`src/rtl/idct4_pipe.sv`:
```
// Fully pipelined 4-point inverse DCT (64/83/36 butterfly), 3 register stages, valid/ready.
// Define IDCT_SAT_EN to clip each lane to OUT_W and drive sat_flag; otherwise lanes wrap.
module idct4_pipe_lane #(
  parameter int ACC_W  = 25,
  parameter int OUT_W  = 16,
  parameter int SHIFT0 = 7,
  parameter int SHIFT1 = 12
) (
  input  logic signed [ACC_W-1:0] i_y,
  input  logic                    i_sel,
  output logic [OUT_W-1:0]        o_r,
  output logic                    o_clip
);
  localparam int RW = ACC_W + 1;
  localparam logic signed [RW-1:0] H0 = {{(RW-1){1'b0}}, 1'b1} << (SHIFT0-1);
  localparam logic signed [RW-1:0] H1 = {{(RW-1){1'b0}}, 1'b1} << (SHIFT1-1);

  logic signed [RW-1:0] w_ye, w_s0, w_s1, w_r;

  // one guard bit so the rounding add cannot overflow
  assign w_ye = {i_y[ACC_W-1], i_y};
  assign w_s0 = w_ye + H0;
  assign w_s1 = w_ye + H1;
  assign w_r  = i_sel ? (w_s1 >>> SHIFT1) : (w_s0 >>> SHIFT0);

`ifdef IDCT_SAT_EN
  localparam logic signed [RW-1:0] MAXV = {{(RW-OUT_W+1){1'b0}}, {(OUT_W-1){1'b1}}};
  localparam logic signed [RW-1:0] MINV = {{(RW-OUT_W+1){1'b1}}, {(OUT_W-1){1'b0}}};
  logic w_hi, w_lo;
  assign w_hi   = w_r > MAXV;
  assign w_lo   = w_r < MINV;
  assign o_clip = w_hi | w_lo;
  assign o_r    = w_hi ? MAXV[OUT_W-1:0] : (w_lo ? MINV[OUT_W-1:0] : w_r[OUT_W-1:0]);
`else
  logic w_unused;
  assign w_unused = ^w_r[RW-1:OUT_W];
  assign o_clip   = 1'b0;
  assign o_r      = w_r[OUT_W-1:0];
`endif
endmodule

module idct4_pipe #(
  parameter int IN_W   = 16,
  parameter int OUT_W  = 16,
  parameter int SHIFT0 = 7,
  parameter int SHIFT1 = 12
) (
  input  logic                 clk,
  input  logic                 reset,
  input  logic                 in_valid,
  output logic                 in_ready,
  input  logic                 in_shift_sel,
  input  logic [4*IN_W-1:0]    d_in,
  output logic                 out_valid,
  input  logic                 out_ready,
  output logic [4*OUT_W-1:0]   d_out,
  output logic                 sat_flag
);
  localparam int ACC_W = IN_W + 9;
  localparam logic signed [ACC_W-1:0] C64 = ACC_W'(64);
  localparam logic signed [ACC_W-1:0] C83 = ACC_W'(83);
  localparam logic signed [ACC_W-1:0] C36 = ACC_W'(36);

  logic                    w_adv, w_xfer;
  logic signed [ACC_W-1:0] w_sx [4];
  logic signed [ACC_W-1:0] w_e0, w_e1, w_o0, w_o1;
  logic [3:0][OUT_W-1:0]   w_r;
  logic [3:0]              w_clip;

  logic [2:0]              r_vld_pipe;
  logic [1:0]              r_sel_pipe;
  logic signed [ACC_W-1:0] r_p0, r_p2, r_p1a, r_p1b, r_p3a, r_p3b;
  logic signed [ACC_W-1:0] r_y [4];
  logic [4*OUT_W-1:0]      r_dout;
  logic                    r_sat;

  // the whole pipe stalls as one unit only when the output slot is full and blocked
  assign w_adv    = out_ready | ~r_vld_pipe[2];
  assign w_xfer   = in_valid & w_adv;
  assign in_ready = w_adv;

  for (genvar g = 0; g < 4; g++) begin : g_ext
    assign w_sx[g] = {{(ACC_W-IN_W){d_in[g*IN_W+IN_W-1]}}, d_in[g*IN_W +: IN_W]};
  end

  assign w_e0 = r_p0 + r_p2;
  assign w_e1 = r_p0 - r_p2;
  assign w_o0 = r_p1a + r_p3b;
  assign w_o1 = r_p1b - r_p3a;

  for (genvar g = 0; g < 4; g++) begin : g_lane
    idct4_pipe_lane #(.ACC_W(ACC_W), .OUT_W(OUT_W), .SHIFT0(SHIFT0), .SHIFT1(SHIFT1)) u_lane (
      .i_y    (r_y[g]),
      .i_sel  (r_sel_pipe[1]),
      .o_r    (w_r[g]),
      .o_clip (w_clip[g])
    );
  end

  always_ff @(posedge clk) begin
    if (reset) begin
      r_vld_pipe <= '0;
      r_sel_pipe <= '0;
      r_p0  <= '0; r_p2  <= '0;
      r_p1a <= '0; r_p1b <= '0;
      r_p3a <= '0; r_p3b <= '0;
      for (int i = 0; i < 4; i++) r_y[i] <= '0;
      r_dout <= '0;
      r_sat  <= 1'b0;
    end else if (w_adv) begin
      r_vld_pipe <= {r_vld_pipe[1:0], w_xfer};
      r_sel_pipe <= {r_sel_pipe[0], in_shift_sel};
      r_p0  <= w_sx[0] * C64;
      r_p2  <= w_sx[2] * C64;
      r_p1a <= w_sx[1] * C83;
      r_p1b <= w_sx[1] * C36;
      r_p3a <= w_sx[3] * C83;
      r_p3b <= w_sx[3] * C36;
      r_y[0] <= w_e0 + w_o0;
      r_y[1] <= w_e1 + w_o1;
      r_y[2] <= w_e1 - w_o1;
      r_y[3] <= w_e0 - w_o0;
      r_dout <= w_r;
      r_sat  <= r_vld_pipe[1] & (|w_clip);
    end
  end

  assign out_valid = r_vld_pipe[2];
  assign d_out     = r_dout;
  assign sat_flag  = r_sat;
endmodule
```
`config.mk`:
```
export PLATFORM = sky130hd
export DESIGN_NAME = idct4_pipe
export DESIGN_NICKNAME = d
export VERILOG_FILES = /design/src/rtl/idct4_pipe.sv
export SDC_FILE = /design/constraint.sdc
export NUM_CORES = 1
export LEC_CHECK = 0
export BUFFER_PORTS_ARGS = -buffer_cell sky130_fd_sc_hd__buf_2
export CAP_MARGIN = 20
export CORE_AREA = 2 2 311 313
export CTS_BUF_LIST = sky130_fd_sc_hd__clkbuf_4 sky130_fd_sc_hd__clkbuf_8
export DETAILED_ROUTE_END_ITERATION = 8
export DIE_AREA = 0 0 313 315
export PLACE_DENSITY = 0.45
export SETUP_SLACK_MARGIN = 0.02
export SLEW_MARGIN = 20
export SYNTH_ARGS = -nofsm -noshare
export SYNTH_HDL_FRONTEND = slang
export SYNTH_SLANG_ARGS = --single-unit
```
`constraint.sdc`:
```
create_clock -name clk -period 5.95 [get_ports clk]
set_input_delay 0.8925 -clock clk [delete_from_list [all_inputs] [get_ports clk]]
set_output_delay 0.8925 -clock clk [all_outputs]
set_load 0.05 [all_outputs]
```
==> impl_metrics.tcl <==
set metrics [dict create \
    status "finished clean" \
    cts_buffers 50 \
    crit_required_ns 6.34 \
    chipWidth_um 313 \
    end_kind "register" \
    fin_crit_sh_pct 84.2 \
    syn_nets 3385 \
    grt-ovfl-total 0 \
    syn-cell-area_mm2 0.0237 \
    area_growth_pct 13.2 \
    hold_path_class "reg -> reg" \
    drc 0 \
    grt_pass1_wl_mm 110 \
    p_seq_share_pct 22.0 \
    ant_nets 0 \
    yosysWarnings 0 \
    cts_buffer_depth 3 \
    hold_start "d_out[38]" \
    cp-startpoint "r_p3a[0]" \
    routed_wl_mm 70.3 \
    cts.repair.resized 0 \
    cts-hold-fix-buffers 0 \
    yosys.cell_types.count 67 \
    final_common_cell "nand2_1" \
    rsz0062_at_grt "false" \
    ioPinCount 136 \
    yosysSeqAreaShare_pct 25.6 \
    synth_ff_type "dfxtp_1" \
    critPathArrivalTime_ns 5.40 \
    period_minus_slack_ns 5.01 \
    setup_viol 0 \
    fin_worst_skew_ns 0.0452 \
    cts_tree "done" \
    die_h_um 315 \
    maxSlewHeadroom_pct 33.5 \
    timing.rr.start "r_p3a[0]" \
    final_layout_size_suffix_gt1_share_pct 8.24 \
    clock-root-buffer "clkbuf_8" \
    cp-start-kind "register" \
    power.switching_w 0.00655 \
    cts-htree-levels 2 \
    finalNetCount 3480 \
    insertion_delay_ns 0.65 \
    die_area_mm2 0.0986 \
    clkSinkCount 265 \
    p_int_w 0.00694 \
    switching_share_pct 48.5 \
    fin_setup_tns_ns 0 \
    synth_fa_ha_area_share_pct 22.8 \
    grt_pass1_vias 19089 \
    worst_pin_slew_ns 0.994 \
    maxCapViolCount 0 \
    p_comb_share_pct 63.2 \
    wl_per_cell_um 16.2 \
    async_flop_share_pct 0 \
    whs_ns 0.447 \
    synth_enable_flop_cells 76 \
    synth_compound_area_share_pct 17.9 \
    fin_cells 4335 \
    place_inst 4242 \
    synth_mux_area_share_pct 0.211 \
    avgSynthCellArea_um2 8.10 \
    cts_setup_buffers 0 \
    powerDensity_mw_per_mm2 503 \
    hold_viol_final 0 \
    dpl.hpwl_mm 56.5 \
    fillers 10505 \
    gp_congestion 0.856 \
    synth-simple-area-share_pct 16.8 \
    vias_per_cell 4.57 \
    synth_top_family_by_area "adder cells" \
    dr.first_iter.drc_count 1146 \
    critPathKind "reg -> reg" \
    initial_core_util_pct 24.7 \
    first_pass_iters 6 \
    layout_common_cells "347 x nand2_1, 330 x ha_1, 292 x inv_1" \
    ir_drop_uv 192 \
    clock.fmax_ghz 0.199 \
    clockPowerShare_pct 14.8 \
    synthXorXnorAreaFrac_pct 10.4 \
    slew_violations 0 \
    antenna_found_initial 5 \
    via_count 19813 \
    synth_seq_cells 265 \
    power_leakage_nw 12.0 \
    synth_cells 2923 \
    num_rows 114 \
    core_area_mm2 0.0957 \
    port_buffers 134 \
    grt_max_degree 133 \
    grt_usage_pct 14.1 \
    path_max_fanout 6 \
    path_clk_slew_ns 0.06 \
]
## path summary, 6_finish.rpt
| kind | slack [ns] | depth (start not counted) | end |
|---|---|---|---|
| setup reg to reg | 0.94 | 20 | r_y[3][23] |
| hold reg to reg | 0.45 | 2 | d_out[38] |
| setup / recovery | 0.94 | 20 | r_y[3][23] |
| hold / removal | 0.45 | 2 | d_out[38] |
## cells by family after synthesis
| group | Yosys count |
|---|---|
| muxes | 5 |
| other | 1 |
| and+or+nand+nor | 895 |
| buffers and inverters | 396 |
| adders and majority gates | 393 |
| xor gates and xnor gates | 282 |
| AOI/OAI and AO/OA | 686 |
| DFF | 265 |
## per-layer routing
metal / vias to the layer above / GRT usage, % / share of wire [%] / wire, um
met2: 282 / 22.5 / 44 / 31100
met5: - / 0 / 0.061 / 43
met4: 8 / 3.18 / 1.8 / 1240
met1: 9254 / 20.1 / 51 / 35700
li1: 10201 / - / - / -
met3: 68 / 1.80 / 3.3 / 2290
## synthesized netlist by cell type, drive strengths merged (5+ instances only)
| cell type | instances | area (um^2) |
|---|---|---|
| a221o | 6 | 60.1 |
| buf | 10 | 41.3 |
| nand2 | 347 | 1300 |
| o21bai | 29 | 218 |
| o211ai | 44 | 330 |
| mux2i | 5 | 50.1 |
| nor2b | 21 | 131 |
| nand2b | 29 | 181 |
| dfxtp | 189 | 3780 |
| nand3 | 58 | 290 |
| nor3 | 47 | 235 |
| xnor2 | 186 | 1630 |
| clkbuf | 92 | 345 |
| xor2 | 96 | 841 |
| a21o | 52 | 390 |
| inv | 293 | 1100 |
| o21ai | 109 | 546 |
| a211o | 6 | 52.6 |
| nor3b | 6 | 45.0 |
| o21a | 23 | 173 |
| a31oi | 21 | 131 |
| a41oi | 9 | 78.8 |
| and3 | 25 | 156 |
| o31ai | 10 | 75.1 |
| or2 | 10 | 62.6 |
| a2111oi | 10 | 95.1 |
| a311oi | 8 | 70.1 |
| a21oi | 287 | 1440 |
| a211oi | 37 | 278 |
| o22ai | 7 | 43.8 |
| nand4 | 13 | 81.3 |
| fa | 63 | 1260 |
| edfxtp | 76 | 2280 |
| nor2 | 269 | 1010 |
| or3 | 36 | 225 |
| ha | 330 | 4130 |
| and2 | 10 | 62.6 |
| nor4 | 7 | 43.8 |
## through the flow
stage	worst slack, ns	total power [W]	utilization (%)	instance area (um^2)
after floorplan	1.59	0.00918	-	23700
after global routing	0.404	0.0147	28.0	26800
final	0.937	0.0135	28.0	26800
after global placement	0.985	0.0115	26.8	25700
after detailed placement	0.927	0.0115	26.8	25700
after CTS	0.932	0.0136	28.0	26800
## power by group through the flow
stage | Combinational, W | Clock (W) | Sequential (W)
finish | 0.00853 | 0.00199 | 0.00297
global route | 0.00947 | 0.00215 | 0.00305
CTS | 0.00852 | 0.00207 | 0.00297
detailed placement | 0.00848 | 0 | 0.00301
global placement | 0.00852 | 0 | 0.00301
floorplan | 0.00599 | 0 | 0.00319
## state kept, by name (all words and copies together) (netlist names)
name,count
r_y,76
d_out,64
r_p1a,24
r_p3a,24
r_p1b,20
r_p3b,20
r_p0,16
r_p2,16
r_vld_pipe,3
r_sel_pipe,2
## area by class of cell
class	count	area, um^2	share of cell area, %
clock inverter	21	220	0.822
timing repair buffer	145	776	2.89
inverter	294	1110	4.14
tap	1276	1600	5.96
sequential	265	6070	22.6
clock buffer	71	890	3.32
multi-input combinational	2262	16100	60.2
antenna	1	2.50	0.00934
## critical path, cell delays in order, from the launching register on
cell	delay, ns
dfxtp_1	0.34
ha_1	0.22
fa_1	0.43
a211oi_1	0.30
o21bai_1	0.12
a31oi_1	0.38
nor2_1	0.07
o21a_1	0.17
nor2_1	0.11
xnor2_1	0.12
ha_1	0.41
nand2b_1	0.14
a21oi_1	0.08
o211ai_1	0.22
a21oi_1	0.11
nor3_1	0.29
a221oi_1	0.20
a2111oi_1	0.63
o21ai_0	0.21
xor2_1	0.16
nor2_1	0.05
Power figures use the tool's default switching activity.
